$ cat config.mk
export PLATFORM = sky130hd
export DESIGN_NAME = multicycle_ctrl_fsm_flat
export DESIGN_NICKNAME = d
export VERILOG_FILES = /design/src/rtl/multicycle_ctrl_if.sv /design/src/rtl/multicycle_ctrl_fsm.sv /design/src/flat_wrapper.sv
export SDC_FILE = /design/constraint.sdc
export NUM_CORES = 1
export LEC_CHECK = 0
export ABC_AREA = 1
export BUFFER_PORTS_ARGS = -buffer_cell sky130_fd_sc_hd__buf_2
export CORE_ASPECT_RATIO = 0.7
export CORE_MARGIN = 2
export CORE_UTILIZATION = 40
export CTS_BUF_LIST = sky130_fd_sc_hd__clkbuf_4 sky130_fd_sc_hd__clkbuf_8
export CTS_CLUSTER_SIZE = 8
export DETAILED_ROUTE_END_ITERATION = 8
export PLACE_DENSITY = 0.61
export SKIP_CTS_REPAIR_TIMING = 1
export SLEW_MARGIN = 20
export SYNTH_ARGS = -nofsm -noshare
export SYNTH_HDL_FRONTEND = slang
export SYNTH_SLANG_ARGS = --single-unit
$ cat constraint.sdc
create_clock -name clk -period 4.1 [get_ports clk]
set_input_delay 1.23 -clock clk [delete_from_list [all_inputs] [get_ports clk]]
set_output_delay 1.23 -clock clk [all_outputs]
set_load 0.03 [all_outputs]
$ cat src/rtl/multicycle_ctrl_if.sv
`default_nettype none
// ============================================================================
// Module      : multicycle_ctrl_if
// Description : Handshake bundle between the multi-cycle control FSM and the
//               instruction fetch unit, load/store unit and mul/div unit.
//               master : controller side (drives requests, receives dones)
//               slave  : unit side (receives requests, drives dones)
//               Signals:
//                 ifu_req / ifu_rvalid / inst      fetch handshake + data
//                 lsu_req / lsu_we / lsu_done      memory access handshake
//                 mdu_start / mdu_done             mul/div launch + completion
// Revision    : 1.0 - initial release
// ============================================================================
interface multicycle_ctrl_if;
    logic        ifu_req;
    logic        ifu_rvalid;
    logic [31:0] inst;
    logic        lsu_req;
    logic        lsu_we;
    logic        lsu_done;
    logic        mdu_start;
    logic        mdu_done;

    modport master (
        output ifu_req,
        output lsu_req,
        output lsu_we,
        output mdu_start,
        input  ifu_rvalid,
        input  inst,
        input  lsu_done,
        input  mdu_done
    );

    modport slave (
        input  ifu_req,
        input  lsu_req,
        input  lsu_we,
        input  mdu_start,
        output ifu_rvalid,
        output inst,
        output lsu_done,
        output mdu_done
    );
endinterface
`default_nettype wire

$ cat src/rtl/multicycle_ctrl_fsm.sv
`default_nettype none
// ============================================================================
// Module      : multicycle_ctrl_fsm
// Description : Multi-cycle RISC-V control unit. Sequences every instruction
//               through FETCH/DECODE/EXEC/MEM/WB using valid/done handshakes
//               to the IFU, LSU and an optional multi-cycle MDU. Supports
//               RV32/RV64 and the optional M extension, a wait-cycle bus
//               timeout, and sticky HALT (ebreak) / TRAP states.
//               Ports:
//                 clk, rst_n    clock, asynchronous active-low reset
//                 bus           IFU/LSU/MDU handshakes (master modport)
//                 br_taken      branch compare result, sampled in EXEC
//                 en_Wreg       register write enable (WB only)
//                 wb_sel        00 ALU, 01 MEM, 10 PC+4, 11 MDU
//                 pc_we, pc_sel PC update strobe and target select
//                 retire        one pulse per completed instruction
//                 halted, trap  sticky status flags
//                 trap_cause    01 illegal, 10 fetch timeout, 11 mem timeout
//                 state         current FSM state (debug)
// Revision    : 1.0 - initial release
// ============================================================================
module multicycle_ctrl_fsm #(
    parameter int XLEN    = 32,
    parameter int EN_M    = 0,
    parameter int TIMEOUT = 255,
    parameter int TO_W    = 8
) (
    input  wire logic              clk,
    input  wire logic              rst_n,
    multicycle_ctrl_if.master      bus,
    input  wire logic              br_taken,
    output logic                   en_Wreg,
    output logic [1:0]             wb_sel,
    output logic                   pc_we,
    output logic                   pc_sel,
    output logic                   retire,
    output logic                   halted,
    output logic                   trap,
    output logic [1:0]             trap_cause,
    output logic [2:0]             state
);

    localparam bit               c_RV64    = (XLEN == 64);
    localparam bit               c_HAS_M   = (EN_M != 0);
    localparam bit               c_TO_EN   = (TIMEOUT != 0);
    localparam logic [TO_W-1:0]  c_TO_LAST = TO_W'(TIMEOUT - 1);
    localparam logic [31:0]      c_EBREAK  = 32'h0010_0073;

    typedef enum logic [2:0] {
        S_FETCH  = 3'd0,
        S_DECODE = 3'd1,
        S_EXEC   = 3'd2,
        S_MEM    = 3'd3,
        S_WB     = 3'd4,
        S_HALT   = 3'd5,
        S_TRAP   = 3'd6
    } state_t;

    state_t          r_state;
    state_t          w_next;
    logic [31:0]     r_ir;
    logic            r_taken;
    logic [TO_W-1:0] r_cnt;
    logic            r_halted;
    logic            r_trap;
    logic [1:0]      r_trap_cause;
    logic [1:0]      w_trap_cause;
    logic            r_exec_first;

    // Decode fields captured when leaving DECODE.
    logic            r_is_load;
    logic            r_is_store;
    logic            r_is_branch;
    logic            r_is_jump;
    logic            r_is_m;
    logic            r_wen;
    logic [1:0]      r_wb_sel;

    // Combinational decode of IR.
    logic [6:0]      w_opcode;
    logic [2:0]      w_funct3;
    logic [6:0]      w_funct7;
    logic [4:0]      w_rd;
    logic            w_legal;
    logic            w_is_load;
    logic            w_is_store;
    logic            w_is_branch;
    logic            w_is_jal;
    logic            w_is_jalr;
    logic            w_is_m;
    logic            w_writes;
    logic            w_is_ebreak;
    logic            w_to_hit;

    assign w_opcode    = r_ir[6:0];
    assign w_funct3    = r_ir[14:12];
    assign w_funct7    = r_ir[31:25];
    assign w_rd        = r_ir[11:7];
    assign w_is_ebreak = (r_ir == c_EBREAK);

    // ------------------------------------------------------------------------
    // Instruction legality and class decode
    // ------------------------------------------------------------------------
    always_comb begin
        w_legal     = 1'b0;
        w_is_load   = 1'b0;
        w_is_store  = 1'b0;
        w_is_branch = 1'b0;
        w_is_jal    = 1'b0;
        w_is_jalr   = 1'b0;
        w_is_m      = 1'b0;
        w_writes    = 1'b0;
        case (w_opcode)
            7'b0110111, 7'b0010111: begin   // lui, auipc
                w_legal  = 1'b1;
                w_writes = 1'b1;
            end
            7'b1101111: begin               // jal
                w_legal  = 1'b1;
                w_is_jal = 1'b1;
                w_writes = 1'b1;
            end
            7'b1100111: begin               // jalr
                w_legal   = (w_funct3 == 3'b000);
                w_is_jalr = 1'b1;
                w_writes  = 1'b1;
            end
            7'b1100011: begin               // branches; funct3 010/011 unused
                w_legal     = (w_funct3 != 3'b010) && (w_funct3 != 3'b011);
                w_is_branch = 1'b1;
            end
            7'b0000011: begin               // loads; ld/lwu only on RV64
                w_is_load = 1'b1;
                w_writes  = 1'b1;
                case (w_funct3)
                    3'b000, 3'b001, 3'b010,
                    3'b100, 3'b101:         w_legal = 1'b1;
                    3'b011, 3'b110:         w_legal = c_RV64;
                    default:                w_legal = 1'b0;
                endcase
            end
            7'b0100011: begin               // stores; sd only on RV64
                w_is_store = 1'b1;
                case (w_funct3)
                    3'b000, 3'b001, 3'b010: w_legal = 1'b1;
                    3'b011:                 w_legal = c_RV64;
                    default:                w_legal = 1'b0;
                endcase
            end
            7'b0010011: begin               // OP-IMM; RV64 shifts use funct7[0] as shamt[5]
                w_writes = 1'b1;
                case (w_funct3)
                    3'b001:  w_legal = c_RV64 ? (w_funct7[6:1] == 6'b000000)
                                              : (w_funct7 == 7'b0000000);
                    3'b101:  w_legal = c_RV64 ? ((w_funct7[6:1] == 6'b000000) ||
                                                 (w_funct7[6:1] == 6'b010000))
                                              : ((w_funct7 == 7'b0000000) ||
                                                 (w_funct7 == 7'b0100000));
                    default: w_legal = 1'b1;
                endcase
            end
            7'b0110011: begin               // OP
                w_writes = 1'b1;
                if (w_funct7 == 7'b0000000) begin
                    w_legal = 1'b1;
                end else if (w_funct7 == 7'b0100000) begin
                    w_legal = (w_funct3 == 3'b000) || (w_funct3 == 3'b101);
                end else if (w_funct7 == 7'b0000001) begin
                    w_legal = c_HAS_M;
                    w_is_m  = 1'b1;
                end
            end
            7'b0011011: begin               // OP-IMM-32
                w_writes = 1'b1;
                case (w_funct3)
                    3'b000:  w_legal = c_RV64;
                    3'b001:  w_legal = c_RV64 && (w_funct7 == 7'b0000000);
                    3'b101:  w_legal = c_RV64 && ((w_funct7 == 7'b0000000) ||
                                                  (w_funct7 == 7'b0100000));
                    default: w_legal = 1'b0;
                endcase
            end
            7'b0111011: begin               // OP-32
                w_writes = 1'b1;
                if (w_funct7 == 7'b0000000) begin
                    w_legal = c_RV64 && ((w_funct3 == 3'b000) || (w_funct3 == 3'b001) ||
                                         (w_funct3 == 3'b101));
                end else if (w_funct7 == 7'b0100000) begin
                    w_legal = c_RV64 && ((w_funct3 == 3'b000) || (w_funct3 == 3'b101));
                end else if (w_funct7 == 7'b0000001) begin
                    w_legal = c_RV64 && c_HAS_M && (w_funct3 != 3'b001) &&
                              (w_funct3 != 3'b010) && (w_funct3 != 3'b011);
                    w_is_m  = 1'b1;
                end
            end
            7'b0001111: begin               // fence: retires as a no-op
                w_legal = 1'b1;
            end
            default: begin                  // SYSTEM other than ebreak, unknown opcodes
                w_legal = 1'b0;
            end
        endcase
    end

    // Wait count reaches TIMEOUT on this cycle if no handshake arrives.
    assign w_to_hit = c_TO_EN && (r_cnt == c_TO_LAST);

    // ------------------------------------------------------------------------
    // Next-state logic
    // ------------------------------------------------------------------------
    always_comb begin
        w_next       = r_state;
        w_trap_cause = 2'b00;
        case (r_state)
            S_FETCH: begin
                if (bus.ifu_rvalid) begin
                    w_next = S_DECODE;
                end else if (w_to_hit) begin
                    w_next       = S_TRAP;
                    w_trap_cause = 2'b10;
                end
            end
            S_DECODE: begin
                if (w_is_ebreak) begin
                    w_next = S_HALT;
                end else if (!w_legal) begin
                    w_next       = S_TRAP;
                    w_trap_cause = 2'b01;
                end else begin
                    w_next = S_EXEC;
                end
            end
            S_EXEC: begin
                if (!r_is_m || bus.mdu_done) begin
                    w_next = (r_is_load || r_is_store) ? S_MEM : S_WB;
                end
            end
            S_MEM: begin
                if (bus.lsu_done) begin
                    w_next = S_WB;
                end else if (w_to_hit) begin
                    w_next       = S_TRAP;
                    w_trap_cause = 2'b11;
                end
            end
            S_WB:    w_next = S_FETCH;
            S_HALT:  w_next = S_HALT;
            S_TRAP:  w_next = S_TRAP;
            default: w_next = S_FETCH;
        endcase
    end

    // ------------------------------------------------------------------------
    // State and datapath-control registers
    // ------------------------------------------------------------------------
    always_ff @(posedge clk or negedge rst_n) begin
        if (!rst_n) begin
            r_state      <= S_FETCH;
            r_ir         <= 32'h0;
            r_taken      <= 1'b0;
            r_cnt        <= '0;
            r_halted     <= 1'b0;
            r_trap       <= 1'b0;
            r_trap_cause <= 2'b00;
            r_exec_first <= 1'b0;
            r_is_load    <= 1'b0;
            r_is_store   <= 1'b0;
            r_is_branch  <= 1'b0;
            r_is_jump    <= 1'b0;
            r_is_m       <= 1'b0;
            r_wen        <= 1'b0;
            r_wb_sel     <= 2'b00;
        end else begin
            r_state <= w_next;

            if (r_state == S_FETCH && bus.ifu_rvalid) begin
                r_ir <= bus.inst;
            end

            if (r_state == S_DECODE) begin
                r_is_load   <= w_is_load;
                r_is_store  <= w_is_store;
                r_is_branch <= w_is_branch;
                r_is_jump   <= w_is_jal || w_is_jalr;
                r_is_m      <= w_is_m;
                r_wen       <= w_writes && (w_rd != 5'd0);
                r_wb_sel    <= w_is_load                ? 2'b01 :
                               (w_is_jal || w_is_jalr)  ? 2'b10 :
                               w_is_m                   ? 2'b11 : 2'b00;
            end

            // Only the DECODE->EXEC transition marks the mdu_start cycle.
            r_exec_first <= (r_state == S_DECODE) && (w_next == S_EXEC);

            if (r_state == S_EXEC && w_next != S_EXEC) begin
                r_taken <= r_is_jump || (r_is_branch && br_taken);
            end

            // Cleared on any state change; saturating count while waiting.
            if (w_next != r_state) begin
                r_cnt <= '0;
            end else if ((r_state == S_FETCH || r_state == S_MEM) && (r_cnt != '1)) begin
                r_cnt <= r_cnt + 1'b1;
            end

            if (w_next == S_HALT && r_state != S_HALT) begin
                r_halted <= 1'b1;
            end

            if (w_next == S_TRAP && r_state != S_TRAP) begin
                r_trap       <= 1'b1;
                r_trap_cause <= w_trap_cause;
            end
        end
    end

    // ------------------------------------------------------------------------
    // Moore outputs
    // ------------------------------------------------------------------------
    always_comb begin
        bus.ifu_req   = (r_state == S_FETCH);
        bus.lsu_req   = (r_state == S_MEM);
        bus.lsu_we    = (r_state == S_MEM) && r_is_store;
        bus.mdu_start = (r_state == S_EXEC) && r_is_m && r_exec_first;
        en_Wreg       = (r_state == S_WB) && r_wen;
        pc_we         = (r_state == S_WB);
        retire        = (r_state == S_WB);
        pc_sel        = r_taken;
        wb_sel        = r_wb_sel;
    end

    assign halted     = r_halted;
    assign trap       = r_trap;
    assign trap_cause = r_trap_cause;
    assign state      = r_state;

endmodule
`default_nettype wire

$ cat src/flat_wrapper.sv
// flat-port wrapper written by rule: the top's interface ports become plain ports
module multicycle_ctrl_fsm_flat 
#(
    parameter int XLEN    = 32,
    parameter int EN_M    = 0,
    parameter int TIMEOUT = 255,
    parameter int TO_W    = 8
)
  (clk, rst_n, br_taken, en_Wreg, wb_sel, pc_we, pc_sel, retire, halted, trap, trap_cause, state, bus_ifu_req, bus_lsu_req, bus_lsu_we, bus_mdu_start, bus_ifu_rvalid, bus_inst, bus_lsu_done, bus_mdu_done);
  multicycle_ctrl_if bus_i ();
  input  wire logic clk;
  input  wire logic rst_n;
  input  wire logic br_taken;
  output logic en_Wreg;
  output logic [1:0] wb_sel;
  output logic pc_we;
  output logic pc_sel;
  output logic retire;
  output logic halted;
  output logic trap;
  output logic [1:0] trap_cause;
  output logic [2:0] state;
  output wire logic [$bits(bus_i.ifu_req)-1:0] bus_ifu_req;
  output wire logic [$bits(bus_i.lsu_req)-1:0] bus_lsu_req;
  output wire logic [$bits(bus_i.lsu_we)-1:0] bus_lsu_we;
  output wire logic [$bits(bus_i.mdu_start)-1:0] bus_mdu_start;
  input wire logic [$bits(bus_i.ifu_rvalid)-1:0] bus_ifu_rvalid;
  input wire logic [$bits(bus_i.inst)-1:0] bus_inst;
  input wire logic [$bits(bus_i.lsu_done)-1:0] bus_lsu_done;
  input wire logic [$bits(bus_i.mdu_done)-1:0] bus_mdu_done;
  assign bus_ifu_req = bus_i.ifu_req;
  assign bus_lsu_req = bus_i.lsu_req;
  assign bus_lsu_we = bus_i.lsu_we;
  assign bus_mdu_start = bus_i.mdu_start;
  assign bus_i.ifu_rvalid = bus_ifu_rvalid;
  assign bus_i.inst = bus_inst;
  assign bus_i.lsu_done = bus_lsu_done;
  assign bus_i.mdu_done = bus_mdu_done;
  multicycle_ctrl_fsm #(.XLEN(XLEN), .EN_M(EN_M), .TIMEOUT(TIMEOUT), .TO_W(TO_W)) u_core (.clk(clk), .rst_n(rst_n), .bus(bus_i), .br_taken(br_taken), .en_Wreg(en_Wreg), .wb_sel(wb_sel), .pc_we(pc_we), .pc_sel(pc_sel), .retire(retire), .halted(halted), .trap(trap), .trap_cause(trap_cause), .state(state));
endmodule
==> run_results.csv, run 1 <==
group,metric,value,unit
outcome,status,"finished, final reports clean",
synthesis,synthAdderAreaFrac,0.00861,
finish,fin_nets,458,
global_routing,antenna_found_initial,0,
finish,final_cell_area,3480,µm²
worst_hold_path,hold_path_end,"u_core.trap_cause[0]",
sta,skew,0.00757,ns
placed_design,dpl.hpwl,4.85,mm
synthesis,ys_seq_area_frac,0.491,
worst_setup_path,r2r-end,"u_core.trap_cause[1]",
worst_hold_path,worstHoldStart,"u_core.trap_cause[0]",
floorplan,rows,25,
sta,fin_crit_sh,0.687,
finish,n_antenna_cell,0,
synthesis,synthCells,359,
synthesis,synth_top_family_by_area,"simple AND/OR/NAND/NOR gates",
floorplan,dieArea,7980,µm²
route,ant_nets,0,
sta,maxSlewHeadroom,0.523,
global_routing,grt_usage,0.185,
worst_setup_path,crit_arrival,1.59,ns
synthesis,synthSimpleGateAreaFrac,0.286,
worst_setup_path,startpoint_type,"flip-flop",
synthesis,synth_mux_area_frac,0.0581,
power,p_per_area,666,nW/µm²
clocking,cts_buffers,9,
finish,mostFrequentLayoutCell,"nand2_1",
power,p_leak,0.00180,µW
global_routing,grt_max_degree,51,
route,via_per_inst,4.72,
synthesis,syn-cell-area,2910,µm²
sta,tightest_slew,0.716,ns
sta,whs,0.476,ns
placed_design,port-buffer-count,54,
floorplan,die_x,106,µm
route,drt_iter0_drc,94,
synthesis,yosys_warnings,0,
worst_setup_path,required,2.87,ns
synthesis,synthesis.nets,399,
worst_setup_path,worstPathMaxFanout,7,
placed_design,gp_congestion,0.861,
clocking,cts.path.max_buffers,2,
global_routing,grt_pass1_vias,2394,
job,max-cap-violations,0,
global_routing,gr-total-overflow,0,
synthesis,avgSynthCellArea,8.10,µm²
clocking,cts_tree,"built",
power,irDropWorstVdd,0.273,mV
sta,clock.fmax,355,MHz
worst_hold_path,min_path_cells,2,
clocking,clock-sinks,57,
finish,drive_gt1_frac,0.241,
route,wire_per_inst,12.6,µm
floorplan,floorplan.core_area,6880,µm²
route,route.detailed.drc,0,
floorplan,start_util,0.422,
worst_setup_path,ff2ff_path_depth,9,
sta,setup_viol,0,
clocking,h-tree-depth,3,
placed_design,placed_area,3270,µm²
floorplan,die_y,75.3,µm
route,wirelength,6.50,mm
clocking,cts.clk_slew.worst_paths,0.07,ns
worst_setup_path,end_kind,"primary output",
sta,tns,0,ns
sta,rsz0062_at_grt,"false",
sta,hold_viol_final,0,
clocking,clk_root_buffer_cell,"clkbuf_8",
route,vias,2439,
clocking,clock_latency,0.34,ns
worst_hold_path,hold_class,"reg -> reg",
global_routing,grt_pass1_wl,11.3,mm
worst_setup_path,ff2ff_setup_slack,1.86,ns
worst_setup_path,crit_type,"reg -> out",
synthesis,synth_cell_types,28,
sta,period_needed,2.82,ns
finish,area_growth,19.8,%
floorplan,io_pins,55,
synthesis,synth-seq-cells,57,
route,dr.pass1.iters,4,
synthesis,synth_xor_area_frac,0.0211,
finish,fillers,682,
worst_setup_path,r2r-start,"u_core.state[0]",
synthesis,synth-compound-area-share,0.0633,
sta,slew_violations,0,
finish,layout_common_cells,"nand2_1 (71), nor2_1 (68), dfrtp_1 (57), buf_2 (54), inv_1 (43)",
-- synthesized netlist by cell type --
master	count	area share
o211ai_1	2	0.0052
nand2_2	2	0.0043
nor2_2	4	0.0086
nand3b_1	2	0.0052
clkbuf_1	4	0.0052
nor2_1	68	0.088
ha_1	2	0.0086
nor4_1	3	0.0065
inv_1	43	0.056
nand4_1	8	0.017
nand3_2	1	0.0034
nand3_4	1	0.0060
nand2_1	71	0.092
buf_2	2	0.0034
a21oi_2	1	0.0030
mux2_2	15	0.058
nor3_1	2	0.0034
inv_2	4	0.0052
nand2_4	1	0.0039
o21ai_1	2	0.0034
a21oi_1	21	0.036
xnor2_1	2	0.0060
buf_4	1	0.0026
xor2_1	5	0.015
nor3_2	2	0.0069
nand3_1	24	0.041
dfrtp_1	57	0.49
o21ai_0	9	0.015
-- area by class of cell --
class                      instances  area [µm²]  area share
clock buffer                      10         131      0.0377
clock inverter                     6        82.6      0.0237
inverter                          47         176      0.0506
multi-input combinational        248        1270       0.365
sequential                        57        1430       0.409
tap                               94         118      0.0338
timing repair buffer              55         278      0.0797
-- worst max-delay path, stage by stage (launching register included) --
cell and delay, ns:
dfrtp_1 0.45, inv_2 0.14, nand2_1 0.07, nor2_2 0.19, inv_1 0.10, nor2_1 0.09
buf_2 0.20
-- registers in the layout, summed over array words and instances (netlist names) --
register             flops
u_core.pc_sel            1
u_core.state             3
u_core.r_is_jump         1
u_core.r_is_load         1
u_core.r_is_store        1
u_core.r_exec_first      1
u_core.trap              1
u_core.r_wen             1
u_core.r_cnt             8
u_core.r_is_m            1
u_core.wb_sel            2
u_core.trap_cause        2
u_core.r_is_branch       1
u_core.r_ir             32
u_core.halted            1
-- worst max path at each step --
| stage | from | to | slack, ns |
|---|---|---|---|
| final | u_core.state[0] | bus_mdu_start | 1.28 |
| after global routing | u_core.state[0] | bus_mdu_start | 1.14 |
| after CTS | u_core.state[0] | bus_mdu_start | 1.26 |
| after detailed placement | bus_ifu_rvalid | u_core.trap_cause[1] | 1.30 |
| after global placement | bus_ifu_rvalid | u_core.trap_cause[1] | 1.34 |
| after floorplan | u_core.state[2] | retire | 1.14 |
-- through the flow --
stage	std cells	util	setup slack [ns]	power, µW
final	517	0.506	1.28	2320
after global routing	517	0.506	1.14	2510
after CTS	517	0.506	1.26	2340
after detailed placement	501	0.475	1.30	1760
after global placement	501	0.475	1.34	1740
after floorplan	359	-	1.14	1540
-- routing by layer --
layer / wire length [µm] / up-vias / global-route usage
li1: - / 1264 / -
met1: 3400 / 1117 / 0.258
met2: 2760 / 52 / 0.277
met3: 304 / 6 / 0.0676
met4: 42 / 0 / 0.0482
met5: 0 / - / 0
-- report_power, final --
group	internal, µW	switching [µW]	leakage (µW)
logic	295	556	0.000991
registers	752	147	0.000697
clock network	345	223	0.000109
total	1390	927	0.00180
-- cells by family after synthesis --
kind of cell / Yosys count
simple gates: 189
flops: 57
buf+inv: 54
compound gates: 35
mux: 15
xor+xnor: 7
fa+ha+maj: 2
Power figures use the tool's default switching activity.
==> run 2: changes to the inputs <==
- ABC_AREA: 1 -> 0
- clock period: 4.1 -> 2.9 ns (I/O delays scaled with it)
==> run 2 against run 1 <==
Clock-buffer cell count up 1. Non-clock buffer count up 9. Hold slack better by 0.0024 ns. Synthesized cell count down 27%. Clock power up 47%. Combinational power up 74%. Sequential power up 51%. Design area up 1.5%.
==> run_results.csv, run 2 <==
group,metric,value,unit
sta,slew_violations,0,
worst_setup_path,startpoint_type,"flip-flop",
finish,mostFrequentLayoutCell,"dfrtp_1",
placed_design,dpl.hpwl,4.66,mm
sta,clock.fmax,370,MHz
finish,postLayoutCoreUtil,0.516,
finish,instances_no_fill,424,
sta,skew,0.00720,ns
route,dr.pass1.iters,5,
route,ant_nets,0,
clocking,clk_root_buffer_cell,"clkbuf_8",
worst_hold_path,hold_class,"reg -> reg",
route,route.detailed.drc,0,
power,p_per_area,1040,nW/µm²
worst_setup_path,required,3.13,ns
synthesis,synth-compound-area-share,0.119,
route,wire_per_inst,15.0,µm
floorplan,floorplan.core_area,6850,µm²
sta,setup_viol,0,
finish,regMostFlops,"u_core.r_ir",
sta,period_needed,2.70,ns
global_routing,antenna_found_initial,0,
worst_setup_path,critPathLaunch,"u_core.r_ir[26]",
synthesis,synth_top_area_share,0.497,
worst_setup_path,worstPathMaxFanout,8,
placed_design,gp_congestion,0.802,
clocking,cts.clk_slew.worst_paths,0.06,ns
synthesis,ys_top_cells_by_count,"dfrtp_1 (57), mux2_2 (32), nand2_1 (26)",
finish,drive_gt1_frac,0.388,
floorplan,io_pins,55,
worst_setup_path,r2r-start,"u_core.r_ir[26]",
synthesis,async_reset_ff_frac,1.00,
finish,final_cell_area,3530,µm²
synthesis,synthSimpleGateAreaFrac,0.198,
global_routing,grt_usage,0.179,
finish,area_growth,23.1,%
worst_setup_path,path_cells,"or4_4 > or4_4 > or3_4 > nand2b_1 > o2111ai_4 > a2111oi_4",
power,irDropWorstVdd,0.503,mV
sta,tns,0,ns
floorplan,die_y,74.9,µm
finish,layout_common_cells,"dfrtp_1 (57), buf_2 (54), mux2_2 (32), nand2_1 (26), nor3_1 (17)",
route,via_per_inst,5.21,
placed_design,port-buffer-count,54,
synthesis,synth_edf_count,0,
synthesis,synth.most_common_cell,"dfrtp_1",
finish,fin_nets,365,
sta,whs,0.478,ns
route,drt_iter0_drc,122,
placed_design,dp_cells,408,
global_routing,grt_pass1_wl,10.8,mm
clocking,cts_tree,"built",
synthesis,yosys_warnings,0,
global_routing,grt_pass1_vias,2134,
clocking,clock_latency,0.34,ns
sta,rsz0062_at_grt,"false",
worst_setup_path,end_kind,"flip-flop",
worst_setup_path,cpMostUsedCell,"or4_4",
floorplan,start_util,0.419,
outcome,status,"finished, final reports clean",
synthesis,syn-cell-area,2870,µm²
worst_setup_path,cp_slowest_cell,"or4_4",
placed_design,placed_area,3300,µm²
synthesis,avgSynthCellArea,11.0,µm²
synthesis,synth-seq-cells,57,
synthesis,ys_seq_area_frac,0.497,
synthesis,synth-main-ff-cell,"dfrtp_1",
synthesis,synthesis.nets,302,
synthesis,synth_top_family_by_area,"simple AND/OR/NAND/NOR gates",
worst_setup_path,cpLargestDelayFamily,"simple AND/OR/NAND/NOR gates",
synthesis,synth_cell_types,51,
floorplan,rows,25,
sta,fin_crit_sh,0.931,
route,vias,2210,
finish,n_antenna_cell,0,
worst_setup_path,cp_num_buf_inv,0,
worst_setup_path,crit_type,"reg -> reg",
worst_setup_path,critPathMaxStageDelay,0.55,ns
synthesis,synthCells,262,
sta,hold_viol_final,0,
finish,largest_reg_flops,32,
power,p_leak,0.00160,µW
sta,tightest_slew,0.613,ns
worst_setup_path,crit_arrival,2.93,ns
clocking,clock-sinks,57,
route,wirelength,6.34,mm
clocking,cts.path.max_buffers,2,
clocking,cts_buffers,9,
global_routing,grt_max_degree,34,
sta,maxSlewHeadroom,0.587,
clocking,h-tree-depth,3,
synthesis,synthAdderAreaFrac,0.00872,
floorplan,die_x,105,µm
job,max-cap-violations,0,
global_routing,gr-total-overflow,0,
synthesis,synth.largest_area_cell,"dfrtp_1",
worst_hold_path,worstHoldStart,"u_core.trap",
synthesis,synth_mux_area_frac,0.126,
synthesis,synthTopCellsByArea,"dfrtp_1 (50%), mux2_2 (13%), nand2_1 (3.4%)",
synthesis,synth_xor_area_frac,0.0275,
floorplan,dieArea,7880,µm²
run 2: cell types whose count changed after synthesis, moves of 4 or more:
cell	previous run	this run
nor2_1	68	10
nand2_1	71	26
inv_1	43	5
nand3_1	24	4
mux2_2	15	32
nor3_1	2	18
a21oi_1	21	7
nand2b_1	0	7
and3_1	0	5
clkbuf_1	4	9
inv_2	4	0
nand4_1	8	4
nor2_2	4	0
run 2: path summary, 6_finish.rpt:
path	end	slack [ns]	cells past startpoint
worst max-delay path	u_core.r_cnt[1]	0.20	6
worst min-delay path	u_core.trap	0.48	1
worst min register to register	u_core.trap	0.48	1
max in group asynchronous	u_core.trap_cause[1]	1.81	2
min in group asynchronous	u_core.r_ir[4]	0.52	1
worst max register to register	u_core.r_cnt[1]	0.20	6
run 2: worst reg2reg max path: stages (launching register included):
cell,delay [ns]
dfrtp_1,0.38
or4_4,0.55
or4_4,0.54
or3_4,0.42
nand2b_1,0.17
o2111ai_4,0.22
a2111oi_4,0.32
run 2: report_power, final:
part | internal (µW) | switching [µW] | total, µW
combinational | 686 | 794 | 1480
sequential | 1090 | 268 | 1360
clock | 527 | 312 | 839
run 2: layer usage:
layer	up-vias	part of all wire	global-route usage
met5	-	0	0
met1	1060	0.53	0.262
li1	1084	-	-
met3	7	0.060	0.0606
met2	59	0.40	0.246
met4	0	0.012	0.0667
run 2: kinds of logic after synthesis:
group,Yosys count
and+or+nand+nor,103
DFF,57
AOI/OAI and AO/OA,42
muxes,32
buffers and inverters,17
xor gates and xnor gates,9
adders and majority gates,2
run 2: per-stage QoR:
| stage | setup WS (ns) | total power [µW] |
|---|---|---|
| final | 0.200 | 3680 |
| after global routing | 0.0482 | 3930 |
| after CTS | 0.0542 | 3700 |
| after detailed placement | 0.112 | 2850 |
| after global placement | 0.169 | 2820 |
| after floorplan | 0.0628 | 2430 |
run 2: area by class of cell:
cell class | count | area (µm²)
sequential | 57 | 1430
tap | 94 | 118
inverter | 5 | 18.8
fill | 640 | 3320
timing repair buffer | 64 | 358
clock inverter | 5 | 77.6
clock buffer | 11 | 151
multi-input combinational | 188 | 1390
